[src/rtl/grid_pkg.sv]
// Shared types and helpers for the grid test-pattern writer.
// Holds the pass FSM encoding, point packing and coordinate saturation.
package grid_pkg;

    localparam int COORD_W_DEF = 10;
    localparam int WORD_W_DEF  = 36;
    localparam int ADDR_W_DEF  = 19;
    localparam int SUB_W_DEF   = 2;
    localparam int NMAX_W_DEF  = 8;

    typedef enum logic [1:0] {
        S_IDLE,
        S_GRID,
        S_MARK,
        S_FINISH
    } state_e;

    function automatic logic signed [63:0] clamp(
        input logic signed [63:0] v,
        input int                 cw
    );
        logic signed [63:0] hi;
        logic signed [63:0] lo;
        hi = (64'sd1 <<< (cw - 1)) - 64'sd1;
        lo = -hi - 64'sd1;
        if (v > hi) return hi;
        if (v < lo) return lo;
        return v;
    endfunction

    // Builds {pad, x, y, z} with each field cw bits wide, z at the bottom.
    function automatic logic [191:0] pack_point(
        input logic [63:0] x,
        input logic [63:0] y,
        input logic [63:0] z,
        input int          cw
    );
        logic [191:0] p;
        p = '0;
        for (int i = 0; i < 64; i++) begin
            if (i < cw) begin
                p[2*cw+i] = x[i];
                p[cw+i]   = y[i];
                p[i]      = z[i];
            end
        end
        return p;
    endfunction

endpackage

[src/rtl/grid_pattern_writer_axis.sv]
// One grid axis: accumulates origin + k*step and flags the last index.
// A wrap-around advance reloads the origin so chained axes roll over.
module axis_stepper
    import grid_pkg::*;
#(
    parameter int AW = 20,
    parameter int NW = 8
) (
    input  logic                 clk_i,
    input  logic                 reset_i,
    input  logic                 load_i,
    input  logic                 adv_i,
    input  logic [NW-1:0]        count_i,
    input  logic signed [AW-1:0] origin_i,
    input  logic signed [AW-1:0] step_i,
    output logic signed [AW-1:0] val_o,
    output logic                 wrap_o
);

    logic signed [AW-1:0] val_q, val_d;
    logic [NW-1:0]        idx_q, idx_d;

    assign wrap_o = (idx_q == count_i - NW'(1));
    assign val_o  = val_q;

    always_comb begin
        val_d = val_q;
        idx_d = idx_q;
        if (load_i) begin
            val_d = origin_i;
            idx_d = '0;
        end else if (adv_i) begin
            if (wrap_o) begin
                val_d = origin_i;
                idx_d = '0;
            end else begin
                val_d = val_q + step_i;
                idx_d = idx_q + NW'(1);
            end
        end
    end

    always_ff @(posedge clk_i) begin
        if (reset_i) begin
            val_q <= '0;
            idx_q <= '0;
        end else begin
            val_q <= val_d;
            idx_q <= idx_d;
        end
    end

endmodule

[src/rtl/grid_pattern_writer.sv]
// Arithmetic N x N x N point-grid generator for the ZBT write port.
// Each point occupies 2^SUB_W clocks and is strobed in the last one.
module grid_pattern_writer
    import grid_pkg::*;
#(
    parameter int COORD_W = COORD_W_DEF,
    parameter int WORD_W  = WORD_W_DEF,
    parameter int ADDR_W  = ADDR_W_DEF,
    parameter int SUB_W   = SUB_W_DEF,
    parameter int NMAX_W  = NMAX_W_DEF
) (
    input  logic               clk,
    input  logic               reset,
    input  logic               start,
    input  logic               abort,
    input  logic               continuous,
    input  logic               markers_en,
    input  logic [NMAX_W-1:0]  count,
    input  logic [COORD_W-1:0] step,
    input  logic [ADDR_W-1:0]  base_addr,
    output logic [ADDR_W-1:0]  addr,
    output logic [WORD_W-1:0]  data,
    output logic               we,
    output logic               busy,
    output logic               done,
    output logic               range_err,
    output logic [ADDR_W-1:0]  points_written
);

    localparam int PW = COORD_W + NMAX_W;
    localparam int AW = PW + 2;
    localparam logic [SUB_W-1:0] LAST = '1;

    state_e              state_q, state_d;
    logic [SUB_W-1:0]    ph_q, ph_d;
    logic [ADDR_W-1:0]   addr_q, addr_d;
    logic [ADDR_W-1:0]   pw_q, pw_d;
    logic [ADDR_W-1:0]   base_q, base_d;
    logic [NMAX_W-1:0]   n_q, n_d;
    logic [COORD_W-1:0]  step_q, step_d;
    logic [PW-1:0]       m_q, m_d;
    logic                cont_q, cont_d;
    logic                mken_q, mken_d;
    logic                abort_q, abort_d;
    logic                restart_q, restart_d;
    logic                sel_mark_q, sel_mark_d;
    logic [1:0]          mk_q, mk_d;
    logic                rerr_q, rerr_d;

    logic                 slot, we_w, accept, abort_now;
    logic                 pass_end, restart, last_grid;
    logic                 load, adv_z, adv_y, adv_x;
    logic                 wz, wy, wx;
    logic [PW-1:0]        span_in, m_in, m_sel;
    logic signed [AW-1:0] origin, step_s, mm, m2;
    logic signed [AW-1:0] xv, yv, zv, px, py, pz;
    logic signed [63:0]   ex, ey, ez, cx, cy, cz;
    logic                 pt_err;
    logic [191:0]         packed_pt;
    logic                 unused_pad;

    // Half-span of the grid; origin is its negation.
    assign span_in = (PW'(count) - PW'(1)) * PW'(step);
    assign m_in    = span_in >> 1;
    assign m_sel   = (state_q == S_IDLE) ? m_in : m_q;
    assign origin  = -$signed({2'b00, m_sel});
    assign step_s  = $signed({{(AW-COORD_W){1'b0}}, step_q});
    assign mm      = $signed({2'b00, m_q});
    assign m2      = mm <<< 1;

    assign slot = (state_q == S_GRID) || (state_q == S_MARK)
               || (state_q == S_FINISH && restart_q);
    assign we_w = ((state_q == S_GRID) || (state_q == S_MARK))
               && (ph_q == LAST);

    assign accept    = (state_q == S_IDLE) && start;
    assign abort_now = abort_q || abort;
    assign last_grid = wz && wy && wx;
    assign restart   = cont_q && !abort_now;
    assign pass_end  = we_w && (abort_now
                     || (state_q == S_GRID && last_grid && !mken_q)
                     || (state_q == S_MARK && mk_q == 2'd2));

    assign load  = accept || (pass_end && restart);
    assign adv_z = we_w && (state_q == S_GRID);
    assign adv_y = adv_z && wz;
    assign adv_x = adv_y && wy;

    axis_stepper #(.AW(AW), .NW(NMAX_W)) u_z (
        .clk_i(clk), .reset_i(reset), .load_i(load), .adv_i(adv_z),
        .count_i(n_q), .origin_i(origin), .step_i(step_s),
        .val_o(zv), .wrap_o(wz)
    );

    axis_stepper #(.AW(AW), .NW(NMAX_W)) u_y (
        .clk_i(clk), .reset_i(reset), .load_i(load), .adv_i(adv_y),
        .count_i(n_q), .origin_i(origin), .step_i(step_s),
        .val_o(yv), .wrap_o(wy)
    );

    axis_stepper #(.AW(AW), .NW(NMAX_W)) u_x (
        .clk_i(clk), .reset_i(reset), .load_i(load), .adv_i(adv_x),
        .count_i(n_q), .origin_i(origin), .step_i(step_s),
        .val_o(xv), .wrap_o(wx)
    );

    always_comb begin
        px = xv;
        py = yv;
        pz = zv;
        if (sel_mark_q) begin
            px = m2;
            py = (mk_q == 2'd1) ? -mm : mm;
            pz = (mk_q == 2'd2) ? -mm : mm;
        end
    end

    assign ex = 64'(px);
    assign ey = 64'(py);
    assign ez = 64'(pz);
    assign cx = clamp(ex, COORD_W);
    assign cy = clamp(ey, COORD_W);
    assign cz = clamp(ez, COORD_W);
    assign pt_err    = (cx != ex) || (cy != ey) || (cz != ez);
    assign packed_pt = pack_point(cx, cy, cz, COORD_W);
    assign unused_pad = ^packed_pt[191:WORD_W];

    always_comb begin
        state_d    = state_q;
        ph_d       = slot ? ph_q + SUB_W'(1) : '0;
        addr_d     = addr_q;
        pw_d       = pw_q;
        base_d     = base_q;
        n_d        = n_q;
        step_d     = step_q;
        m_d        = m_q;
        cont_d     = cont_q;
        mken_d     = mken_q;
        abort_d    = abort_q || (slot && abort);
        restart_d  = restart_q;
        sel_mark_d = sel_mark_q;
        mk_d       = mk_q;
        rerr_d     = rerr_q || (we_w && pt_err);
        if (we_w) begin
            addr_d = addr_q + ADDR_W'(1);
            pw_d   = pw_q + ADDR_W'(1);
        end
        unique case (state_q)
            S_IDLE: begin
                if (start) begin
                    state_d    = (count == '0) ? S_FINISH : S_GRID;
                    ph_d       = '0;
                    addr_d     = base_addr;
                    pw_d       = '0;
                    base_d     = base_addr;
                    n_d        = count;
                    step_d     = step;
                    m_d        = m_in;
                    cont_d     = continuous;
                    mken_d     = markers_en;
                    abort_d    = 1'b0;
                    restart_d  = 1'b0;
                    sel_mark_d = 1'b0;
                    mk_d       = 2'd0;
                    rerr_d     = 1'b0;
                end
            end
            S_GRID: begin
                if (pass_end) begin
                    state_d = S_FINISH;
                end else if (we_w && last_grid) begin
                    state_d    = S_MARK;
                    sel_mark_d = 1'b1;
                    mk_d       = 2'd0;
                end
            end
            S_MARK: begin
                if (pass_end) state_d = S_FINISH;
                else if (we_w) mk_d = mk_q + 2'd1;
            end
            S_FINISH: state_d = restart_q ? S_GRID : S_IDLE;
            default:  state_d = S_IDLE;
        endcase
        // A restart reloads the next pass during the done cycle.
        if (pass_end) begin
            abort_d   = 1'b0;
            restart_d = restart;
            if (restart) begin
                addr_d     = base_q;
                pw_d       = '0;
                sel_mark_d = 1'b0;
                mk_d       = 2'd0;
            end
        end
    end

    always_ff @(posedge clk) begin
        if (reset) begin
            state_q    <= S_IDLE;
            ph_q       <= '0;
            addr_q     <= '0;
            pw_q       <= '0;
            base_q     <= '0;
            n_q        <= '0;
            step_q     <= '0;
            m_q        <= '0;
            cont_q     <= 1'b0;
            mken_q     <= 1'b0;
            abort_q    <= 1'b0;
            restart_q  <= 1'b0;
            sel_mark_q <= 1'b0;
            mk_q       <= 2'd0;
            rerr_q     <= 1'b0;
        end else begin
            state_q    <= state_d;
            ph_q       <= ph_d;
            addr_q     <= addr_d;
            pw_q       <= pw_d;
            base_q     <= base_d;
            n_q        <= n_d;
            step_q     <= step_d;
            m_q        <= m_d;
            cont_q     <= cont_d;
            mken_q     <= mken_d;
            abort_q    <= abort_d;
            restart_q  <= restart_d;
            sel_mark_q <= sel_mark_d;
            mk_q       <= mk_d;
            rerr_q     <= rerr_d;
        end
    end

    assign addr           = addr_q;
    assign data           = packed_pt[WORD_W-1:0];
    assign we             = we_w;
    assign busy           = slot;
    assign done           = (state_q == S_FINISH);
    assign range_err      = rerr_q;
    assign points_written = pw_q;

endmodule

[config.mk]
export PLATFORM = sky130hd
export DESIGN_NAME = grid_pattern_writer
export DESIGN_NICKNAME = d
export VERILOG_FILES = /design/src/rtl/grid_pkg.sv /design/src/rtl/grid_pattern_writer_axis.sv /design/src/rtl/grid_pattern_writer.sv
export SDC_FILE = /design/constraint.sdc
export NUM_CORES = 1
export LEC_CHECK = 0
export ABC_AREA = 0
export BUFFER_PORTS_ARGS = -buffer_cell sky130_fd_sc_hd__buf_2
export CAP_MARGIN = 30
export CORE_UTILIZATION = 55
export CTS_CLUSTER_DIAMETER = 200
export DETAILED_ROUTE_END_ITERATION = 8
export GPL_TIMING_DRIVEN = 0
export PLACE_DENSITY = 0.83
export SLEW_MARGIN = 10
export SYNTH_ARGS = -nofsm -noshare
export SYNTH_HDL_FRONTEND = slang
export SYNTH_SLANG_ARGS = --single-unit
[constraint.sdc]
create_clock -name clk -period 8.3 [get_ports clk]
set_clock_uncertainty 0.2 [all_clocks]
set_input_delay 1.66 -clock clk [delete_from_list [all_inputs] [get_ports clk]]
set_output_delay 1.66 -clock clk [all_outputs]
set_load 0.005 [all_outputs]
## Word level (Yosys, flattened, before mapping)

Cells that the tools add are included.

- Input bits: 43
- Flip-flop bits (word level): 188
- Word-level logic and storage cells: 178

- Reduce and logical (&&, ||, !) cells: 41
- $lt $le $gt $ge: 6
- Multiplexer cells: 80
- Multipliers: 1
- $add $sub $neg: 14
- Equal/unequal tests: 15

Operators by type and width:

| cell | number |
|---|---|
| two-way mux 64 bit | 12 |
| two-way mux 20 bit | 14 |
| inequality test 64 x 20 -> 1 bit | 3 |
| two-way mux 19 bit | 10 |
| adder 20 x 11 -> 20 bit | 3 |
| greater-than comparator 20 x 10 -> 1 bit (second input constant) | 3 |
| < comparator 20 x 10 -> 1 bit (second input constant) | 3 |
| negator 17 -> 20 bit | 2 |
| adder 19 x 1 -> 19 bit (second input constant) | 2 |
| two-way mux 2 bit | 15 |
| adder 8 x 1 -> 8 bit (second input constant) | 3 |
| == test 8 bit | 3 |
| two-way mux 8 bit | 3 |
| two-way mux 1 bit | 22 |
| multiplier 9 x 11 -> 18 bit | 1 |
| logical AND 1 bit | 17 |
| two-way mux 17 bit | 1 |
| logical OR 1 bit | 10 |
| nonzero test 2 bit | 5 |
| subtractor 8 x 1 -> 9 bit (second input constant) | 1 |
| == test 2 bit (second input constant) | 4 |
| logical NOT 8 bit | 1 |
| case mux 2 bit (4 select lines) | 1 |
| subtractor 8 x 1 -> 8 bit (second input constant) | 1 |
| other kinds (11) | 17 |

## Longest topological paths before layout

Gate-level depths: netlist of run 1.

- Depth after elaboration: 15
- Mapped depth: 26
- Gate-level depth less buffers: 26

## Hierarchy

Synthesis of run 1 repeated with hierarchy kept, for this count alone.

- Cells, all modules: 2344
- Area, all modules: 17877.1 um^2

By module, submodules not included:

| module | times used | cells each | sequential area each (um^2) | area each (um^2) |
|---|---|---|---|---|
| grid_pattern_writer | 1 | 1360 | 2082.0 | 10183.5 |
| axis_stepper (u_x ...) | 2 | 327 | 560.5 | 2547.4 |
| axis_stepper (u_z) | 1 | 330 | 560.5 | 2598.7 |

## Worst setup path after synthesis of run 1

OpenSTA, ideal clock, no wires.

- Kind: in2reg
- Start: in count[0]
- End: reg u_x.val_q[16], in the netlist u_x.val_o[16]
- Stages: 24
- Data arrival time: 7.923 ns
- Required time: 7.980 ns
- Setup time: 0.120 ns
- Setup slack: 0.058 ns
- Cell sequence: nor3_1 -> nor3b_1 -> nor3b_1 -> xnor2_1 -> nand2b_1 -> fa_1 -> fa_1 -> inv_1 -> fa_1 -> fa_1 -> inv_1 -> fa_1 -> inv_1 -> ha_1 -> o21a_1 -> a21o_1 -> a21o_1 -> and3_1 -> a2111oi_0 -> nand4_1 -> nor2_1 -> xor2_1 -> nor2_1 -> a211o_1

- Longest elaborated chain between the ends: 7

Ends and longest elaborated chain:

| element | line | RTL |
|---|---|---|
| start: declaration | grid_pattern_writer.sv:18 | `input logic [NMAX_W-1:0] count,` |
| subtractor 8 x 1 -> 9 bit (*) | grid_pattern_writer.sv:63 | `assign span_in = (PW'(count) - PW'(1)) * PW'(step);` |
| multiplier 9 x 11 -> 18 bit (*) | grid_pattern_writer.sv:63 |  |
| two-way mux 17 bit (*) | grid_pattern_writer.sv:65 | `assign m_sel = (state_q == S_IDLE) ? m_in : m_q;` |
| negator 17 -> 20 bit (*) | grid_pattern_writer.sv:66 | `assign origin = -$signed({2'b00, m_sel});` |
| two-way mux 20 bit | grid_pattern_writer_axis.sv:33 | `if (wrap_o) begin` |
| two-way mux 20 bit | grid_pattern_writer_axis.sv:32 | `end else if (adv_i) begin` |
| two-way mux 20 bit (*) | grid_pattern_writer_axis.sv:29 | `if (load_i) begin` |
| end signal: assignment | grid_pattern_writer_axis.sv:48 | `val_q <= val_d;` |
| end: declaration | grid_pattern_writer_axis.sv:20 | `logic signed [AW-1:0] val_q, val_d;` |

Mark *: on every way between the ends. The rest lies on a longest branch, timed or not. The select of a mux whose other input is x is not followed.
A chain may end at the register's enable or synchronous reset.

## Worst setup path after layout of run 1

- Start: in count[2]
- End: reg u_x.val_q[16], in the netlist u_x.val_o[16]

Same word-level chain as after synthesis.

==> impl_metrics.sql, run 1 <==
INSERT INTO impl_metrics (metric_group, metric, value, unit) VALUES
('outcome', 'result_of_the_run', 'completed', ''),
('sta', 'timing.fmax', '124', 'MHz'),
('placed_design', 'number_of_i_o_port_buffers', '104', ''),
('sta', 'period_needed', '8.07', 'ns'),
('detailed_routing', 'postRouteAntennaNets', '0', ''),
('logic_synthesis', 'post_syn_area', '16000', 'µm²'),
('final_layout', 'design.final.nets', '2457', ''),
('die', 'design.portCount', '121', ''),
('clocking', 'clock_tree_from_tritoncts', 'built', ''),
('final_layout', 'final_area', '18000', 'µm²'),
('logic_synthesis', 'ys_types', '83', ''),
('clocking', 'clk-insertion-delay-late', '0.47', 'ns'),
('detailed_routing', 'route.final.wire_length', '52200', 'µm'),
('setup_path', 'cpMaxStageDelayCell', 'sky130_fd_sc_hd__fa_1', ''),
('detailed_routing', 'met2_length', '23600', 'µm'),
('die', 'initial_utilization', '0.558', ''),
('setup_path', 'timing.critical_path.mode_cell', 'sky130_fd_sc_hd__fa_1', ''),
('clocking', 'clock_pin_slew_on_the_worst_setup_and_hold_paths', '0.08', 'ns'),
('global_routing', 'maximum_number_of_pins_on_one_net_before_global_route_repair', '22', ''),
('final_layout', 'layout.cells.non_filler', '2654', ''),
('die', 'floorplan.rows', '62', ''),
('sta', 'tightest_slew', '0.943', 'ns'),
('setup_path', 'timing.critical_path.buf_inv', '4', ''),
('setup_path', 'critPathKind', 'in2reg', ''),
('power', 'leakage', '7.33', 'nW'),
('setup_path', 'cp_endpoint_kind', 'flop', ''),
('sta', 'timing.final.crit_share', '0.972', ''),
('placed_design', 'dp.cells', '2607', ''),
('final_layout', 'area_growth_syn_to_layout', '12.9', '%'),
('logic_synthesis', 'ys_seq_area_frac', '0.236', ''),
('final_layout', 'fillerInstances', '2435', ''),
('detailed_routing', 'routed-wl-met3', '5000', 'µm'),
('global_routing', 'initial_antenna_violation_count', '1', ''),
('power', 'power_frac_clock', '0.144', ''),
('placed_design', 'gp_routability_congestion', '1.01', ''),
('global_routing', 'globalRouteOverflowTotal', '0', ''),
('power', 'swShare', '0.519', ''),
('detailed_routing', 'drt_first_pass_iters', '8', ''),
('hold_path', 'worstHoldPathType', 'reg2reg', ''),
('setup_path', 'worst_path_largest_cell_delay', '0.55', 'ns'),
('setup_path', 'critPathRequiredTime', '8.46', 'ns'),
('final_layout', 'antennaDiodeCount', '0', ''),
('sta', 'drv_slew', '0', ''),
('detailed_routing', 'post-route-drc-count', '0', ''),
('placed_design', 'half_perimeter_wire_length_after_detailed_placement', '40100', 'µm'),
('logic_synthesis', 'ys_warn_count', '0', ''),
('sta', 'setup_viol_count_final', '0', ''),
('final_layout', 'layout_common_cells', 'sky130_fd_sc_hd__nand2_1 (285), sky130_fd_sc_hd__nor2_1 (208), sky130_fd_sc_hd__dfxtp_1 (188)', ''),
('power', 'power.ir.vdd_worst', '0.230', 'mV'),
('power', 'seqPwrFrac', '0.209', ''),
('logic_synthesis', 'ys_dominant_reg_cell', 'sky130_fd_sc_hd__dfxtp_1', ''),
('detailed_routing', 'routedLengthMet1', '21400', 'µm'),
('die', 'core_area', '28600', 'µm²'),
('sta', 'final-hold-violation-count', '0', ''),
('detailed_routing', 'vias', '16400', ''),
('power', 'part_of_the_total_power_dissipated_in_combinational_logic', '0.647', ''),
('clocking', 'clock_tree.buffer_depth', '2', ''),
('power', 'p_int', '2.91', 'mW'),
('final_layout', 'layout_commonest_cell', 'sky130_fd_sc_hd__nand2_1', ''),
('detailed_routing', 'vias_per_cell', '6.19', ''),
('placed_design', 'placement.cell_area', '17000', 'µm²'),
('clocking', 'cts.hold.buffers_added', '0', ''),
('power', 'net-switching-power', '3.13', 'mW'),
('final_layout', 'drive_above_1_share', '0.105', ''),
('die', 'die_height', '172', 'µm'),
('logic_synthesis', 'post_synth_inst_count', '2114', ''),
('logic_synthesis', 'syn_avg_cell_area', '7.55', 'µm²'),
('setup_path', 'critical_path.startpoint_type', 'input port', ''),
('global_routing', 'first_pass_grt_wire_length', '80700', 'µm'),
('sta', 'remaining_max_slew_budget_at_the_tightest_pin', '0.372', ''),
('clocking', 'htreeDepth', '4', '');
[synth_stat cells, types with 8 or more instances]
| cell type | n | area share |
|---|---|---|
| sky130_fd_sc_hd__nand2_1 | 286 | 0.067 |
| sky130_fd_sc_hd__nor2_1 | 210 | 0.049 |
| sky130_fd_sc_hd__dfxtp_1 | 188 | 0.24 |
| sky130_fd_sc_hd__a21oi_1 | 183 | 0.057 |
| sky130_fd_sc_hd__o21ai_0 | 115 | 0.036 |
| sky130_fd_sc_hd__inv_1 | 106 | 0.025 |
| sky130_fd_sc_hd__ha_1 | 97 | 0.076 |
| sky130_fd_sc_hd__clkbuf_1 | 93 | 0.022 |
| sky130_fd_sc_hd__xor2_1 | 80 | 0.044 |
| sky130_fd_sc_hd__xnor2_1 | 76 | 0.042 |
| sky130_fd_sc_hd__nor3_1 | 65 | 0.020 |
| sky130_fd_sc_hd__fa_1 | 60 | 0.075 |
| sky130_fd_sc_hd__nor2b_1 | 57 | 0.022 |
| sky130_fd_sc_hd__nand3_1 | 48 | 0.015 |
| sky130_fd_sc_hd__a211oi_1 | 38 | 0.018 |
| sky130_fd_sc_hd__mux2i_1 | 28 | 0.018 |
| sky130_fd_sc_hd__nand4_1 | 25 | 0.0098 |
| sky130_fd_sc_hd__nand2b_1 | 24 | 0.0094 |
| sky130_fd_sc_hd__o31ai_1 | 22 | 0.010 |
| sky130_fd_sc_hd__and3_1 | 21 | 0.0082 |
| sky130_fd_sc_hd__and2_1 | 20 | 0.0078 |
| sky130_fd_sc_hd__or3_1 | 18 | 0.0071 |
| sky130_fd_sc_hd__buf_1 | 17 | 0.0040 |
| sky130_fd_sc_hd__nor4_1 | 16 | 0.0063 |
| sky130_fd_sc_hd__a21o_1 | 15 | 0.0071 |
| sky130_fd_sc_hd__a31oi_1 | 14 | 0.0055 |
| sky130_fd_sc_hd__or2_2 | 13 | 0.0051 |
| sky130_fd_sc_hd__a22o_1 | 12 | 0.0066 |
| sky130_fd_sc_hd__a311oi_1 | 12 | 0.0066 |
| sky130_fd_sc_hd__o21a_1 | 11 | 0.0052 |
| sky130_fd_sc_hd__o22ai_1 | 8 | 0.0031 |
[power groups by stage]
| stage | logic [mW] | registers (mW) | clock network, mW |
|---|---|---|---|
| 2_1_floorplan | 2.51 | 1.20 | 0 |
| 3_3_place_gp | 3.44 | 1.27 | 0 |
| 5_1_grt | 4.24 | 1.28 | 0.902 |
| 4_1_cts | 3.62 | 1.25 | 0.867 |
| 3_5_place_dp | 3.52 | 1.27 | 0 |
| 6_report | 3.91 | 1.26 | 0.868 |
[logic make-up after synthesis]
kind of cell / Yosys count / share of synthesized area
muxes: 31 / 0.0197
adders and majority gates: 157 / 0.151
other: 1 / 0.000235
and+or+nand+nor: 841 / 0.250
AOI/OAI and AO/OA: 503 / 0.195
buffers and inverters: 234 / 0.0586
xor gates and xnor gates: 159 / 0.0898
DFF: 188 / 0.236
[per-stage QoR]
step / TNS [ns] / setup WS [ns] / utilization / power, mW / hold WS, ns
floorplan: 0 / 0.0576 / - / 3.71 / 0.196
global placement: -22.63 / -1.05 / 0.593 / 4.70 / 0.204
detailed placement: -31.53 / -1.24 / 0.593 / 4.79 / 0.210
CTS: 0 / 0.0193 / 0.621 / 5.74 / 0.222
global route: -0.112 / -0.0419 / 0.630 / 6.43 / 0.250
finish: 0 / 0.231 / 0.630 / 6.04 / 0.226
[state kept, by name, summed over array words and instances, names as in the netlist]
name	count
n_q	8
u_z.idx_q	8
points_written	19
addr	19
base_q	19
cont_q	1
u_y.val_o	20
u_x.val_o	20
abort_q	1
u_y.idx_q	8
restart_q	1
state_q	2
m_q	17
mken_q	1
range_err	1
ph_q	2
u_z.val_o	20
u_x.idx_q	8
step_q	10
sel_mark_q	1
mk_q	2
[worst paths after layout]
| path | from | to | slack (ns) | cells after the start |
|---|---|---|---|---|
| setup / recovery | count[2] | u_x.val_o[16] | 0.23 | 25 |
| hold / removal | ph_q[0] | ph_q[0] | 0.23 | 1 |
| setup reg to reg | state_q[0] | u_x.val_o[12] | 2.42 | 17 |
| hold reg to reg | ph_q[0] | ph_q[0] | 0.23 | 1 |
[final cells by class]
class | instances | area [µm²] | area share
Inverter | 107 | 402 | 0.0223
Buffer | 127 | 538 | 0.0298
Timing Repair Buffer | 119 | 633 | 0.0351
Clock inverter | 15 | 188 | 0.0104
Multi-Input combinational cell | 1697 | 11600 | 0.643
Tap cell | 384 | 480 | 0.0267
Sequential cell | 188 | 3760 | 0.209
Clock buffer | 17 | 425 | 0.0236
[repair_timing]
item,CTS,global route
setup endpoints to repair,33,31
resized for setup,27,31
buffers inserted,2,11
pin swaps,1,14
cloned,0,0
hold endpoints to repair,0,0
[layer usage]
layer,vias up,GRT usage
met5,-,0
met1,7788,0.456
met2,876,0.560
met3,162,0.0714
met4,2,0.172
li1,7604,-
Note: power is estimated with default switching activity, not from simulation.
==> run 2: changes to the inputs <==
- PLACE_DENSITY: 0.83 -> 0.8
- clock period: 8.3 -> 9 ns (I/O delays scaled with it)
==> run 2 against run 1 <==
Utilization decreased by 0.85 points. Clock-buffer cell count unchanged. Register-to-register slack improved by 0.67 ns. Design area decreased by 1.4%. Total power decreased by 10%. Sequential power decreased by 8%. First-iteration DRC count decreased by 9.7%. Via count decreased by 1.8%. Sequential share of layout area increased by 0.29 points. Critical endpoint is now u_y.val_o[17]. Largest cell class unchanged.
==> impl_metrics.sql, run 2 (synthesis results as in run 1) <==
INSERT INTO impl_metrics (metric_group, metric, value, unit) VALUES
('power', 'leakage', '7.23', 'nW'),
('die', 'die-width', '172', 'µm'),
('setup_path', 'cp_endpoint_kind', 'flop', ''),
('global_routing', 'globalRouteOverflowTotal', '0', ''),
('run', 'maxCapViolCount', '0', ''),
('hold_path', 'worstHoldPathType', 'reg2reg', ''),
('setup_path', 'critPathKind', 'in2reg', ''),
('setup_path', 'worst-path-stages', '26', ''),
('global_routing', 'first_pass_grt_wire_length', '79100', 'µm'),
('setup_path', 'timing.critical_path.mode_cell', 'sky130_fd_sc_hd__fa_1', ''),
('setup_path', 'critical_path.startpoint', 'count[0]', ''),
('setup_path', 'worst_path_largest_cell_delay', '0.54', 'ns'),
('global_routing', 'maximum_number_of_pins_on_one_net_before_global_route_repair', '25', ''),
('sta', 'remaining_max_slew_budget_at_the_tightest_pin', '0.360', ''),
('clocking', 'clock_tree_from_tritoncts', 'built', ''),
('clocking', 'cts_root_buf', 'sky130_fd_sc_hd__clkbuf_16', ''),
('clocking', 'cts_inserted_buffers', '17', ''),
('sta', 'hold_slack', '0.264', 'ns'),
('sta', 'tightest_slew', '0.953', 'ns'),
('hold_path', 'worstHoldStart', 'base_q[2]', ''),
('sta', 'period_needed', '8.70', 'ns'),
('detailed_routing', 'drt_first_pass_iters', '6', ''),
('die', 'design.portCount', '121', ''),
('setup_path', 'rr_startpoint', 'state_q[1]', ''),
('detailed_routing', 'vias', '16100', ''),
('die', 'floorplan.rows', '62', ''),
('detailed_routing', 'vias_per_cell', '6.11', ''),
('setup_path', 'regToRegEndpoint', 'u_x.val_o[14]', ''),
('placed_design', 'number_of_i_o_port_buffers', '104', ''),
('die', 'die_area', '29700', 'µm²'),
('final_layout', 'drive_above_1_share', '0.0904', ''),
('sta', 'timing.setup.tns', '0', 'ns'),
('global_routing', 'globalRouteTotalUtil', '0.345', ''),
('detailed_routing', 'route.final.wire_length', '50900', 'µm'),
('outcome', 'result_of_the_run', 'completed', ''),
('placed_design', 'gp_routability_congestion', '0.993', ''),
('sta', 'final-hold-violation-count', '0', ''),
('die', 'core_area', '28600', 'µm²'),
('sta', 'setup_viol_count_final', '0', ''),
('die', 'initial_utilization', '0.558', ''),
('clocking', 'htreeDepth', '4', ''),
('final_layout', 'area_growth_syn_to_layout', '11.4', '%'),
('setup_path', 'reg2reg_slack', '3.09', 'ns'),
('detailed_routing', 'postRouteAntennaNets', '0', ''),
('clocking', 'clock_tree.buffer_depth', '2', ''),
('hold_path', 'hold-path-endpoint', 'base_q[2]', ''),
('detailed_routing', 'post-route-drc-count', '0', ''),
('setup_path', 'r2r_cells', '15', ''),
('hold_path', 'holdPathStages', '2', ''),
('clocking', 'cts.repair_timing.setup_buffer_count', '0', ''),
('setup_path', 'critPathMaxFanout', '10', ''),
('setup_path', 'critical_path.startpoint_type', 'input port', ''),
('sta', 'drv_slew', '0', ''),
('setup_path', 'timing.critical_path.arrival', '8.82', 'ns'),
('power', 'powerDensity', '306', 'nW/µm²'),
('setup_path', 'cpMaxStageDelayCell', 'sky130_fd_sc_hd__fa_1', ''),
('final_layout', 'layout_commonest_cell', 'sky130_fd_sc_hd__nand2_1', ''),
('detailed_routing', 'wl_per_cell', '19.3', 'µm'),
('sta', 'timing.final.crit_share', '0.966', ''),
('setup_path', 'critPathRequiredTime', '9.12', 'ns'),
('global_routing', 'initial_antenna_violation_count', '1', ''),
('final_layout', 'layout_common_cells', 'sky130_fd_sc_hd__nand2_1 (286), sky130_fd_sc_hd__nor2_1 (210), sky130_fd_sc_hd__dfxtp_1 (188)', ''),
('setup_path', 'path_delay_family', 'adder cells', ''),
('clocking', 'clock_pin_slew_on_the_worst_setup_and_hold_paths', '0.09', 'ns'),
('final_layout', 'design.final.nets', '2444', ''),
('placed_design', 'half_perimeter_wire_length_after_detailed_placement', '39700', 'µm'),
('clocking', 'clk-insertion-delay-late', '0.47', 'ns'),
('sta', 'timing.fmax', '115', 'MHz'),
('power', 'power.ir.vdd_worst', '0.202', 'mV'),
('clocking', 'clock_sinks', '188', ''),
('detailed_routing', 'first_iter_violations', '1655', ''),
('global_routing', 'grt_pass1_vias', '15000', ''),
('die', 'die_height', '172', 'µm'),
('setup_path', 'timing.critical_path.buf_inv', '6', '');
-- run 2: cell count changes in the layout (fill, tap and decap cells not counted), moves of 3 or more --
cell,delta
sky130_fd_sc_hd__buf_4,-13
sky130_fd_sc_hd__inv_8,-3
sky130_fd_sc_hd__inv_12,+5
sky130_fd_sc_hd__o21ai_0,+3
-- run 2: power by group --
part	internal (mW)	switching (mW)	leakage [nW]
clock network	0.397	0.453	0.312
logic	1.23	2.20	5.39
registers	0.988	0.173	1.53
-- run 2: worst max-delay path by stage --
stage                    endpoint  slack, ns
floorplan           u_x.val_o[16]       0.62
CTS                 u_x.val_o[16]       0.02
finish              u_y.val_o[17]       0.30
detailed placement  u_x.val_o[15]      -0.58
global route        u_x.val_o[16]      -0.11
global placement    u_x.val_o[15]      -0.43
-- run 2: metal layers --
layer	global-route usage	up-vias	share of wire
li1	-	7592	-
met3	0.0460	128	0.096
met5	0	-	0
met1	0.457	7612	0.41
met4	0.138	0	0.035
met2	0.564	804	0.46
-- run 2: cell type report --
| type | count | area, µm² |
|---|---|---|
| diodes | 1 | 2.50 |
| plain buffers | 127 | 536 |
| clock buffers | 17 | 425 |
| clock inverters | 15 | 225 |
| fillers | 2517 | 10800 |
| inverters | 107 | 405 |
| multi-input cells | 1697 | 11400 |
| flip-flops and latches | 188 | 3760 |
| well taps | 384 | 480 |
| repair buffers | 106 | 536 |
-- run 2: worst min-delay path: stages, from the launching register on --
cell	delay [ns]
sky130_fd_sc_hd__dfxtp_1	0.32
sky130_fd_sc_hd__nand2_1	0.05
sky130_fd_sc_hd__a21oi_1	0.05
-- run 2: stage by stage --
step	setup WS (ns)	cell area, µm²	instances	util	power, mW
6_report	0.305	17800	2642	0.621	5.44
5_1_grt	-0.109	17800	2641	0.621	5.79
4_1_cts	0.0247	17600	2640	0.616	5.27
3_5_place_dp	-0.578	17000	2608	0.594	4.41
3_3_place_gp	-0.431	17000	2607	0.593	4.32
2_1_floorplan	0.618	16000	2119	-	3.42
-- run 2: timing repair --
action / CTS / global route
hold endpoints to repair: 0 / 0
hold buffers: 0 / 0
endpoints found under the setup margin: 3 / 30
gates resized for setup: 1 / 22
gates cloned: 0 / 0
